===== src/rtl/serial_sub_pkg.sv =====
`default_nettype none
// ============================================================================
// Module   : serial_sub_pkg
// Purpose  : Shared state encoding and defaults for the bit-serial subtractor.
// Revision : 1.0 - initial release
// ============================================================================
package serial_sub_pkg;

    typedef logic [1:0] state_t;

    localparam state_t ST_IDLE = 2'd0;
    localparam state_t ST_RUN  = 2'd1;
    localparam state_t ST_DONE = 2'd2;

    localparam int DEFAULT_WIDTH = 8;

endpackage : serial_sub_pkg
`default_nettype wire


===== src/rtl/single_bit_full_subtractor.sv =====
`default_nettype none
// ============================================================================
// Module   : single_bit_full_subtractor
// Purpose  : Combinational one-bit full subtractor (a - b - bw_in).
// Revision : 1.0 - initial release
// ============================================================================
module single_bit_full_subtractor (
    input  logic a,
    input  logic b,
    input  logic bw_in,
    output logic diff,
    output logic bw_out
);

    assign diff   = a ^ b ^ bw_in;
    assign bw_out = (~a & b) | (~(a ^ b) & bw_in);

endmodule : single_bit_full_subtractor
`default_nettype wire


===== src/rtl/serial_subtractor.sv =====
`default_nettype none
// ============================================================================
// Module   : serial_subtractor
// Purpose  : Bit-serial two's-complement subtractor, diff = a - b, LSB first.
//            Optional signed-overflow output enabled by SERIAL_SUB_OVF_EN.
// Revision : 1.0 - initial release
// ============================================================================
module serial_subtractor
    import serial_sub_pkg::*;
#(
    parameter int WIDTH = DEFAULT_WIDTH
) (
    input  logic             clk,
    input  logic             rst,
    input  logic             start,
    input  logic [WIDTH-1:0] a,
    input  logic [WIDTH-1:0] b,
    output logic [WIDTH-1:0] diff,
    output logic             borrow_out,
    output logic             done,
    output logic             busy
`ifdef SERIAL_SUB_OVF_EN
    ,
    output logic             overflow
`endif
);

    localparam int CNT_W = (WIDTH > 1) ? $clog2(WIDTH) : 1;

    state_t             r_state;
    state_t             w_state_next;
    logic [WIDTH-1:0]   r_a_sh;
    logic [WIDTH-1:0]   r_b_sh;
    logic [WIDTH-1:0]   r_diff;
    logic [WIDTH-1:0]   w_diff_next;
    logic [CNT_W-1:0]   r_count;
    logic               r_borrow;
    logic               r_borrow_out;
    logic               w_bit;
    logic               w_bw;
    logic               w_last;
    logic               w_accept;

    assign w_last   = (r_count == CNT_W'(WIDTH - 1));
    assign w_accept = (r_state == ST_IDLE) && start;

    single_bit_full_subtractor u_fs (
        .a      (r_a_sh[0]),
        .b      (r_b_sh[0]),
        .bw_in  (r_borrow),
        .diff   (w_bit),
        .bw_out (w_bw)
    );

    // Result bits enter at the MSB and move toward the LSB as the word fills.
    generate
        if (WIDTH == 1) begin : g_w1
            assign w_diff_next = w_bit;
        end else begin : g_wn
            assign w_diff_next = {w_bit, r_diff[WIDTH-1:1]};
        end
    endgenerate

    always_ff @(posedge clk) begin
        if (rst) begin
            r_state <= ST_IDLE;
        end else begin
            r_state <= w_state_next;
        end
    end

    always_comb begin
        w_state_next = r_state;
        case (r_state)
            ST_IDLE: if (start)  w_state_next = ST_RUN;
            ST_RUN:  if (w_last) w_state_next = ST_DONE;
            ST_DONE: w_state_next = ST_IDLE;
            default: w_state_next = ST_IDLE;
        endcase
    end

    always_comb begin
        done = (r_state == ST_DONE);
        busy = (r_state != ST_IDLE);
    end

    always_ff @(posedge clk) begin
        if (rst) begin
            r_a_sh       <= '0;
            r_b_sh       <= '0;
            r_diff       <= '0;
            r_count      <= '0;
            r_borrow     <= 1'b0;
            r_borrow_out <= 1'b0;
        end else if (w_accept) begin
            r_a_sh   <= a;
            r_b_sh   <= b;
            r_count  <= '0;
            r_borrow <= 1'b0;
        end else if (r_state == ST_RUN) begin
            r_diff   <= w_diff_next;
            r_a_sh   <= r_a_sh >> 1;
            r_b_sh   <= r_b_sh >> 1;
            r_count  <= r_count + 1'b1;
            r_borrow <= w_bw;
            if (w_last) begin
                r_borrow_out <= w_bw;
            end
        end
    end

    assign diff       = r_diff;
    assign borrow_out = r_borrow_out;

`ifdef SERIAL_SUB_OVF_EN
    logic r_a_msb;
    logic r_b_msb;
    logic r_overflow;

    // On the last RUN edge w_bit is the final result MSB.
    always_ff @(posedge clk) begin
        if (rst) begin
            r_a_msb    <= 1'b0;
            r_b_msb    <= 1'b0;
            r_overflow <= 1'b0;
        end else if (w_accept) begin
            r_a_msb <= a[WIDTH-1];
            r_b_msb <= b[WIDTH-1];
        end else if ((r_state == ST_RUN) && w_last) begin
            r_overflow <= (r_a_msb != r_b_msb) && (w_bit != r_a_msb);
        end
    end

    assign overflow = r_overflow;
`endif

endmodule : serial_subtractor
`default_nettype wire


===== config.mk =====
export PLATFORM = sky130hd
export DESIGN_NAME = serial_subtractor
export DESIGN_NICKNAME = d
export VERILOG_FILES = /design/src/rtl/serial_sub_pkg.sv /design/src/rtl/single_bit_full_subtractor.sv /design/src/rtl/serial_subtractor.sv
export SDC_FILE = /design/constraint.sdc
export NUM_CORES = 1
export LEC_CHECK = 0
export ABC_CLOCK_PERIOD_IN_PS = 3100
export BUFFER_PORTS_ARGS = -buffer_cell sky130_fd_sc_hd__buf_2
export CELL_PAD_IN_SITES_DETAIL_PLACEMENT = 0
export CELL_PAD_IN_SITES_GLOBAL_PLACEMENT = 1
export CORE_ASPECT_RATIO = 2
export CORE_MARGIN = 2
export CORE_UTILIZATION = 30
export DETAILED_ROUTE_END_ITERATION = 8
export HOLD_SLACK_MARGIN = 0.15
export PLACE_DENSITY = 0.6
export SETUP_SLACK_MARGIN = 0.4
export SYNTH_ARGS = -nofsm -noshare
export SYNTH_HDL_FRONTEND = slang
export SYNTH_SLANG_ARGS = --single-unit

===== constraint.sdc =====
create_clock -name clk -period 3.1 [get_ports clk]
set_input_delay 0.62 -clock clk [delete_from_list [all_inputs] [get_ports clk]]
set_output_delay 0.62 -clock clk [all_outputs]
set_load 0.01 [all_outputs]

==> results of run 1 <==
==> state kept, by name (all words and copies together), names as in the netlist <==
name        count
diff            8
r_count         3
r_state         2
r_a_sh          8
r_borrow        1
r_b_sh          8
borrow_out      1
==> final timing paths <==
path          endpoint  depth (start not counted)  startpoint
max          r_b_sh[5]                          3  r_state[1]
min            diff[0]                          2     diff[0]
max reg2reg  r_b_sh[5]                          3  r_state[1]
min reg2reg    diff[0]                          2     diff[0]
==> synth_stat cells, types with 2 or more instances <==
master | count | area (sq um)
dfxtp_1 | 31 | 621
nand2_1 | 31 | 116
a21oi_1 | 26 | 130
nor2_1 | 17 | 63.8
a211oi_1 | 7 | 52.6
a211oi_2 | 5 | 62.6
buf_4 | 4 | 30.0
nor3_1 | 4 | 20.0
buf_2 | 3 | 15.0
buf_6 | 3 | 33.8
clkbuf_1 | 3 | 11.3
ha_1 | 2 | 25.0
inv_1 | 2 | 7.51
mux2i_1 | 2 | 20.0
nand3_1 | 2 | 10.0
==> power breakdown <==
group	leakage, nW	switching, mW	total [mW]	internal, mW
Combinational	0.334	0.0645	0.111	0.0461
Sequential	0.254	0.0149	0.437	0.422
Clock	0.0470	0.143	0.317	0.174
==> metal layers <==
layer  vias to the layer above  part of all wire  global-route usage
li1                        581                 -                   -
met4                         0             0.013              0.0648
met5                         -                 0                   0
met3                         4             0.050              0.0402
met1                       525              0.47               0.150
met2                        30              0.47               0.191
==> cells by family (layout without fill, tap and decap cells) <==
logic type                 count (synthesis)  in the layout
and+or+nand+nor                           63             63
muxes                                      2              2
xor gates and xnor gates                   1              1
DFF                                       31             31
AOI/OAI and AO/OA                         43             43
buffers and inverters                     16             39
adders and majority gates                  3              3
==> layout make-up <==
cell class                      instances  area (sq um)
Tap cell                               55          68.8
Multi-Input combinational cell        112           656
Clock inverter                          1          5.00
Timing Repair Buffer                   30           153
Fill cell                             487          2920
Clock buffer                            6          82.6
Inverter                                2          7.51
Sequential cell                        31           621
==> metrics by stage <==
stage	instances	hold slack [ns]	worst slack [ns]	util	power [mW]
floorplan	159	0.437	1.60	-	0.536
global placement	230	0.447	1.25	0.334	0.557
detailed placement	230	0.452	1.23	0.334	0.559
CTS	237	0.461	1.25	0.353	0.878
global route	237	0.477	1.04	0.353	0.907
finish	237	0.456	1.27	0.353	0.864
==> worst reg2reg max path, stage by stage (launching register included) <==
cell and delay [ns]:
dfxtp_1 0.53, nand2b_1 0.79, a21oi_1 0.20, a211oi_2 0.24
==> impl_results.md, run 1 <==
- GR Util All Layers: 0.124
- Pin count of the biggest net entering global routing: 32
- Clock sink total: 31
- Estimated wirelength of the detail-placed design: around 1800 um
- Total negative setup slack: 0 ns
- Static leakage: 0.635 nW
- Period Utilization, post-route: 0.591
- Post-synthesis adder-cell area fraction: 0.0325
- Horiz. Die Dim: 52.1 um
- Starting density of the core: 0.307
- Crit-path leading delay family: simple AND/OR/NAND/NOR gates
- Share of cells above drive strength 1: 0.269
- Worst EP required: between 3 and 4 ns
- Floorplan core area: 4510 sq um
- #FFs+latches synth: 31
- Weighted congestion at the end of routability-driven global placement: ~0.7
- Total grt overflow: 0
- Quantity of I/O buffers inserted on ports: 29
- Cell area power density: 543 nW/um^2
- Number of I/O pins: 30
- Buffering stage count on the worst path with inverters included: 0
- Via density: approximately 4.8
- Clock root buffer master: clkbuf_8
- Data arrival at the endpoint of the critical path: 2.04 ns
- Count of routing violations after the opening detailed-route iteration: 28
- RSZ-0062 raised after global routing: no
- Net count of the finished layout: a little over 200
- Netlist area before placement: 1390 sq um
- Remaining number of nets flagged by the antenna check after routing: 0
- Full die area: 5210 sq um
- Drt pass-1 iters: 4
- Vertical die dimension: 100 um
- Number of different library cells in the post-synthesis netlist: 32
- Slew at the pin closest to its max-slew limit: between 0.9 and 1 ns
- Fraction of the yosys area taken by sequential cells: 0.448
- CTS HTree Levels: 2
- Synth Area in XOR/XNOR: 0.00632
- Critical path endpoint category: flop
- Ys Warns: 0
- Number of global-route vias before repair: 1036
- Crit path max-delay cell type: nand2b_1
- Post-place instance area: 1510 sq um
- Path class of the lowest-slack min-delay path: flop to flop
- Result of the run: completed
- Insertion delay of the later-clocked pin in the worst-skew pair: 0.28 ns
- Gate count of the mapped netlist: 159
- Number of antenna violations at the first check in global routing: 0
- Summed area of non-filler cells in the final layout: 1590 sq um
- Worst-path cell chain: nand2b_1 -> a21oi_1 -> a211oi_2
- Number of setup buffers added after CTS: 0
- Worst-case clock buffer depth: 2
- Number of buffers inserted during clock tree synthesis: 5
- Gates resized, CTS repair: 0
- Number of pins exceeding their max-slew limit in the final report: 0
- Setup Crit Path Kind: flop to flop
- Clock slew at reported path FFs: 0.06 ns
- Max transition margin: 0.372
- Area growth from synthesis to layout: 14.9%
- Largest stage delay, worst path: a little under 0.8 ns
- Final Hold Viols: 0
- Category of the worst setup path launch point: flop
- Highest fanout seen on the critical path: 24
- Complex-gate fraction of the synthesized area: 0.211
- Number of enable flip-flop cells after synthesis: 0
- Routed length per instance: about 12 um
- Basic-gate share of the synthesized area counting and, or, nand and nor cells: 0.207
- Maximum vdd ir drop: 0.327 mV
- Wire length of the first global-routing pass: 4790 um
- Primary flip-flop cell chosen by synthesis mapping: dfxtp_1
- Routed WL: 2930 um
- Maximum operating frequency: 546 MHz
- Clock Skew: 0.00387 ns
- Avg Synthesized Cell Area: 8.72 sq um
- Slack of the worst reg-to-reg path: 1.27 ns
- Ant diodes: 0
- Commonest cells after routing, fill and taps aside: nand2_1 (31), dfxtp_1 (31), buf_2 (29)
- CTS tree: yes
- Number of maximum-capacitance constraint violations: 0
- Largest family of logic cells by synthesized area: compound AO/OA/AOI/OAI gates
- Hold-fix buffers, CTS: 0
- Vias: 1140
- Min cycle time layout: roughly 1.8 ns
- Number of nets in the synthesized netlist: 181
- DRC viols: 0
- Async set or reset register ratio after synthesis: 0
- Setup Viol. Count Final: 0
- Std cell rows: 35
- Fraction of synthesized area in multiplexers: 0.0144
Power figures use the tool's default switching activity.
==> inputs of run 2 (changes only) <==
Settings changed: ABC_CLOCK_PERIOD_IN_PS 3100 to 1790.
Clock period 3.1 ns to 1.79 ns, I/O delays scaled along.
==> run 2 against run 1 <==
Die area unchanged; final cell count increased by 3.4%; sequential share of layout area shrank 2.8 points; clock skew grew 0.00066 ns.
==> impl_results.md, run 2 (synthesized netlist as in run 1, its figures left out) <==
- Crit path max-delay cell type: dfxtp_4
- Insertion delay of the later-clocked pin in the worst-skew pair: 0.28 ns (about the same)
- Via density: 4.84 (+0.64%)
- Number of maximum-capacitance constraint violations: 0 (unchanged)
- Grt met2 use: 0.198 (+0.00682)
- Floorplan core area: 4510 sq um (unchanged)
- Most common cell after layout, fill and taps aside: nand2_1
- Final Hold Viols: 0 (unchanged)
- Category of the worst setup path launch point: flop
- Drt pass-1 iters: 4 (unchanged)
- Pin count of the biggest net entering global routing: 29 (-9.4%)
- Critical path endpoint category: output port
- Vertical die dimension: 100 um (unchanged)
- Full die area: 5210 sq um (unchanged)
- CTS HTree Levels: 2 (unchanged)
- Beginning of the worst register-to-register path: r_state[0]
- Number of I/O pins: 30 (unchanged)
- Number of global-route vias before repair: 1053 (+1.6%)
- Critical path origin: r_state[0]
- Setup Viol. Count Final: 0 (unchanged)
- Max transition margin: 0.717 (+0.346)
- Worst-case clock buffer depth: 2 (unchanged)
- Data arrival at the endpoint of the critical path: 1.00 ns (-1.04 ns)
- Area growth from synthesis to layout: 25.3%
- Number of pins exceeding their max-slew limit in the final report: 0 (unchanged)
- Min cycle time layout: around 1.4 ns
- Path class of the lowest-slack min-delay path: input port to flop
- Hold-fix buffers, CTS: 0 (unchanged)
- Starting density of the core: 0.307 (unchanged)
- Maximum vdd ir drop: 0.537 mV (+64%)
- Setup Crit Path Kind: flop to output port
- Summed area of non-filler cells in the final layout: 1740 sq um (+9.0%)
- Ant diodes: 0 (unchanged)
- Period Utilization, post-route: 0.761
- Routed length per instance: 12.7 um (+3.0%)
- DRC viols: 0 (unchanged)
- Slack of the worst reg-to-reg path: 0.44 ns (-0.83 ns)
- Routed WL: 3110 um (+6.4%)
- Cell area power density: 972 nW/um^2 (+79%)
- Largest stage delay, worst path: 0.36 ns (-0.43 ns)
- Weighted congestion at the end of routability-driven global placement: 0.747 (+8.0%)
- Most congested layer reported by global routing: met2
- Share of cells above drive strength 1: 0.326 (+0.0571)
- Clock Skew: 0.00453 ns (+0.000658 ns)
- Remaining number of nets flagged by the antenna check after routing: 0 (unchanged)
- Final core utilization: 0.385 (+0.0319)
- GR met3 Demand/Resource: 0.0327 (-0.00744)
- Maximum operating frequency: 734 MHz
- Clock root buffer master: clkbuf_8
- Worst Reg2Reg Path Length in Cells: 5 (+2)
- Met1 capacity usage during global routing: 0.164 (+0.0135)
- Vias: 1186 (+4.0%)
- Worst-path cell chain: or2_4 -> buf_6
- Number of antenna violations at the first check in global routing: 0 (unchanged)
- Count of routing violations after the opening detailed-route iteration: 21 (-25%)
- GR Util All Layers: 0.129 (+0.00522)
- Wire length of the first global-routing pass: 5030 um (+5.1%)
- Slew at the pin closest to its max-slew limit: 0.424 ns (-0.519 ns)
- Number of buffers inserted during clock tree synthesis: 5 (unchanged)
- Clock slew at reported path FFs: 0.06 ns (about the same)
- RSZ-0062 raised after global routing: yes
- Clock sink total: 31 (unchanged)
- Estimated wirelength of the detail-placed design: 1940 um (+6.9%)
- RR Endpoint: r_a_sh[1]
- Critical path endpoint: busy
- Total grt overflow: 0 (unchanged)
- Static leakage: 0.700 nW (+10%)
- Result of the run: completed
- CTS tree: yes
- Std cell rows: 35 (unchanged)
- Horiz. Die Dim: 52.1 um (unchanged)
- Total negative setup slack: 0 ns (unchanged)
- Highest fanout seen on the critical path: 6 (-75%)
- Worst EP required: 1.43 ns (-1.87 ns)
- Post-place instance area: 1550 sq um (+3.2%)
- Commonest cells after routing, fill and taps aside: nand2_1 (31), dfxtp_1 (29), buf_2 (28)
- Net count of the finished layout: 211 (+3.4%)
- Quantity of I/O buffers inserted on ports: 29 (unchanged)
## run 2: worst min-delay path by stage
stage	depth (start not counted)	end	slack, ns	startpoint
CTS	3	r_b_sh[7]	0.31	b[7]
detailed placement	2	diff[0]	0.45	diff[0]
finish	3	r_b_sh[7]	0.32	b[7]
global placement	2	diff[0]	0.45	diff[0]
global route	3	r_b_sh[7]	0.31	b[7]
floorplan	1	r_borrow	0.43	rst
## run 2: critical path: cells and delay by family (launching register included)
kind | cells | cell delay (ns)
flops | 1 | 0.36
simple gates | 1 | 0.25
buf+inv | 1 | 0.12
## run 2: through the flow
stage          worst slack (ns)  power, mW  hold slack, ns  std cells
6_report                  0.428       1.69           0.316        245
5_1_grt                   0.367       1.78           0.315        245
4_1_cts                   0.413       1.71           0.308        244
3_5_place_dp              0.263      0.985           0.451        233
3_3_place_gp              0.288      0.981           0.445        233
2_1_floorplan             0.459      0.929           0.435        159
## run 2: layout make-up
| cell class | count | area (sq um) |
|---|---|---|
| fillers | 492 | 2770 |
| repair buffers | 37 | 244 |
| well taps | 55 | 68.8 |
| multi-input cells | 112 | 671 |
| flip-flops and latches | 31 | 628 |
| clock buffers | 6 | 82.6 |
| clock inverters | 2 | 35.0 |
| inverters | 2 | 7.51 |
## run 2: metal layers
metal,vias to the layer above,routed length (um)
li1,602,-
met1,544,1380
met4,0,69
met3,5,172
met2,35,1490
met5,-,0
## run 2: where the power goes
part	total [mW]	internal [mW]	switching (mW)	leakage, nW
clock network	0.704	0.450	0.254	0.0612
registers	0.752	0.729	0.0235	0.255
logic	0.232	0.107	0.125	0.383
total	1.69	1.29	0.403	0.700
## run 2: repair_timing
action                                  4_1_cts  5_1_grt
buffers inserted                              3        0
endpoints found under the setup margin       19       12
hold endpoints to repair                      0        0
gates resized for setup                       7        6
gates cloned                                  0        1
==> inputs of run 3 (changes only) <==
Settings changed: ABC_AREA from default to 1, ABC_CLOCK_PERIOD_IN_PS 1790 to 1400, PLACE_DENSITY 0.6 to 0.61.
Clock period 1.79 ns to 1.4 ns, I/O delays scaled along.
==> run 3 against run 2 <==
Non-clock buffer count increased by 24; total power increased by 31%; critical path depth increased by 2; wire length increased by 33%; via count increased by 25%; core utilization increased by 9.2 points; worst setup slack got worse by 0.32 ns; global-route usage increased by 3.7 points; sequential cell count unchanged; sequential share of layout area decreased by 8.5 points; cell area increased by 34%; largest power group unchanged.
==> impl_results.md, run 3 <==
- Data arrival at the endpoint of the critical path: 1.02 ns (+0.02 ns)
- Via density: 4.61 (-4.7%)
- Avg Synthesized Cell Area: 7.22 sq um (-17%)
- Summed area of non-filler cells in the final layout: 2320 sq um (+34%)
- Clock Skew: 0.00603 ns (+0.00150 ns)
- Total negative setup slack: 0 ns (unchanged)
- Result of the run: completed
- Gate count of the mapped netlist: 208 (+31%)
- #FFs+latches synth: 31 (unchanged)
- Horiz. Die Dim: 54.0 um (+3.8%)
- Worst Reg2Reg Path Length in Cells: 8 (+3)
- Final Hold Viols: 0 (unchanged)
- Fraction of the yosys area taken by sequential cells: 0.413 (-0.0347)
- Cell with the most instances after synthesis: nand2_1
- Full die area: 5630 sq um (+7.9%)
- Count of routing violations after the opening detailed-route iteration: 12 (-43%)
- Estimated wirelength of the detail-placed design: 2740 um (+42%)
- CTS tree: yes
- GR Util All Layers: 0.166 (+0.0367)
- RSZ-0062 raised after global routing: yes
- Sequential Area: 642 sq um (+2.2%)
- Number of enable flip-flop cells after synthesis: 0 (unchanged)
- Min cycle time layout: 1.30 ns
- Total area of multi-input combinational cells: 910 sq um (+36%)
- Primary flip-flop cell chosen by synthesis mapping: dfxtp_1
- CTS HTree Levels: 2 (unchanged)
- Number of nets in the synthesized netlist: 230 (+27%)
- Clock slew at reported path FFs: 0.07 ns (about the same)
- Design Power: 2.22 mW (+31%)
- Highest fanout seen on the critical path: 6 (unchanged)
- Ranking of synthesized cells by area: dfxtp_1 (41%), nand2_1 (13%), nand3_1 (9.7%), nor2_1 (6.0%), inv_1 (5.0%)
- Slack of the worst reg-to-reg path: 0.15 ns (-0.29 ns)
- Area growth from synthesis to layout: 54.4%
- Worst EP required: 1.12 ns (-0.31 ns)
- Beginning of the worst register-to-register path: r_state[1]
- Commonest cells after routing, fill and taps aside: nand2_1 (35), nand3_1 (27), nor2_1 (22)
- Number of antenna violations at the first check in global routing: 0 (unchanged)
- Category of the worst setup path launch point: flop
- Vertical die dimension: 104 um (+3.9%)
- Ys Warns: 0 (unchanged)
- Slew at the pin closest to its max-slew limit: 0.284 ns (-0.139 ns)
- Number of filler cells placed in the layout: 501 (+1.8%)
- Critical path endpoint category: output port
- Critical path origin: r_state[1]
- Setup slack after layout: 0.104 ns (-0.324 ns)
- Total met3 wirelength after detailed routing: 113 um (-34%)
- Clock root buffer master: clkbuf_8
- Floorplan core area: 4860 sq um (+7.9%)
- Static leakage: 1.08 nW (+55%)
- Critical hold path startpoint: b[7]
- Amount of wire on met2 after detailed routing: 2350 um (+58%)
- Maximum vdd ir drop: 0.625 mV (+16%)
- Vias: 1486 (+25%)
- Placed cell count: 294 (+26%)
- Number of I/O pins: 30 (unchanged)
- Std cell rows: 36 (+2.9%)
- RR Endpoint: r_b_sh[0]
- Non-filler cells in the finished layout: 322 (+31%)
- Met1 routed wirelength after detailed routing: 1570 um (+14%)
- Number of different library cells in the post-synthesis netlist: 21 (-34%)
- Starting density of the core: 0.309 (+0.00155)
- Max transition margin: 0.810 (+0.0930)
- Setup Viol. Count Final: 0 (unchanged)
- Weighted congestion at the end of routability-driven global placement: 0.769 (+3.0%)
- Number of buffers inserted during clock tree synthesis: 5 (unchanged)
- Path class of the lowest-slack min-delay path: input port to flop
- Most common cell after layout, fill and taps aside: nand2_1
- Insertion delay of the later-clocked pin in the worst-skew pair: 0.28 ns (about the same)
- Netlist area before placement: 1500 sq um (+8.4%)
- Cell area power density: 956 nW/um^2 (-1.7%)
- Routed WL: 4130 um (+33%)
- Total grt overflow: 0 (unchanged)
- Setup Crit Path Kind: flop to output port
- Topmost layer with routed signal wires: met4
- Share of the synthesized area in the top cell type: 0.413 (-0.0347)
- Maximum operating frequency: approximately 770 MHz
- Routed length per instance: 12.8 um (+0.84%)
- Pre-CTS worst setup slack: 0.174 ns (-0.0887 ns)
- Drt pass-1 iters: 4 (unchanged)
- Wire length of the first global-routing pass: 6820 um (+36%)
- DRC viols: 0 (unchanged)
- Remaining number of nets flagged by the antenna check after routing: 0 (unchanged)
- Clock sink total: 31 (unchanged)
- Largest area contributor in the netlist: dfxtp_1
- Number of global-route vias before repair: 1516 (+44%)
- Quantity of I/O buffers inserted on ports: 29 (unchanged)
- Async set or reset register ratio after synthesis: 0 (unchanged)
- Ant diodes: 0 (unchanged)
- Critical path endpoint: done
- Share of cells above drive strength 1: 0.521 (+0.194)
- Worst-case clock buffer depth: 2 (unchanged)
- Number of pins exceeding their max-slew limit in the final report: 0 (unchanged)
- Post-place instance area: 1780 sq um (+14%)
- Pin count of the biggest net entering global routing: 18 (-38%)
- Period Utilization, post-route: 0.926
- Number of maximum-capacitance constraint violations: 0 (unchanged)
- Commonest cells in the netlist: nand2_1 (53), dfxtp_1 (31), nand3_1 (29), nor2_1 (24), inv_1 (20)
- Net count of the finished layout: 286 (+36%)
==> run 3: cell types whose count changed in the layout (fill, tap and decap cells not counted), sizes merged, moves of 4 or more <==
cell    previous run  this run
a211oi            12         0
a21oi             26        16
buf               37        61
inv                2        22
nand2             31        56
nand3              2        29
nor2              18        26
nor3               4         0
o21ai              0        11
==> run 3: cell families (layout without fill, tap and decap cells) <==
kind of cell,after synthesis,in the layout,synth area share
adder cells (fa/ha/maj),3,3,0.0300
AO/OA/AOI/OAI,28,28,0.122
XOR/XNOR,1,1,0.00583
buffers and inverters,35,91,0.113
flip-flops,31,31,0.413
AND/OR/NAND/NOR,110,111,0.316
==> run 3: cell type report <==
| type | instances | area share |
|---|---|---|
| clock buffer | 7 | 0.0329 |
| clock inverter | 1 | 0.00216 |
| inverter | 22 | 0.0388 |
| multi-input combinational | 143 | 0.392 |
| sequential | 31 | 0.277 |
| tap | 57 | 0.0307 |
| timing repair buffer | 61 | 0.227 |
==> run 3: what timing repair did <==
item                                    in CTS  in global routing
pin swaps                                   24                  1
hold endpoints to repair                     0                  0
hold buffers                                 0                  0
setup buffers                               16                  1
gates cloned                                 3                  0
endpoints found under the setup margin      42                 41
gates resized for setup                     76                 15
==> run 3: worst min-delay path by stage <==
| stage | end | slack, ns | depth (start not counted) |
|---|---|---|---|
| floorplan | r_a_sh[7] | 0.42 | 2 |
| global placement | r_count[2] | 0.45 | 2 |
| detailed placement | r_a_sh[7] | 0.45 | 2 |
| CTS | r_b_sh[7] | 0.25 | 3 |
| global route | r_a_sh[7] | 0.27 | 3 |
| finish | r_b_sh[7] | 0.26 | 3 |
==> run 3: critical path, cell delays in order (launching register included) <==
cell and delay, ns:
dfxtp_4 0.40, inv_8 0.03, buf_6 0.12, nor2_4 0.08
buf_6 0.10
==> run 3: routing by layer <==
layer,track usage,up-vias
met5,0,-
met4,0.0714,0
met3,0.0259,8
met2,0.301,32
met1,0.175,682
li1,-,764
==> run 3: where the power goes <==
part	switching (mW)	total [mW]	leakage (nW)	internal, mW
combinational	0.272	0.542	0.779	0.270
clock	0.332	0.680	0.0422	0.348
sequential	0.0489	0.996	0.261	0.947
total	0.652	2.22	1.08	1.57
==> run 3: stage by stage <==
stage,hold slack [ns],utilization
2_1_floorplan,0.423,-
3_5_place_dp,0.454,0.365
6_report,0.259,0.477
3_3_place_gp,0.454,0.365
5_1_grt,0.265,0.477
4_1_cts,0.248,0.463
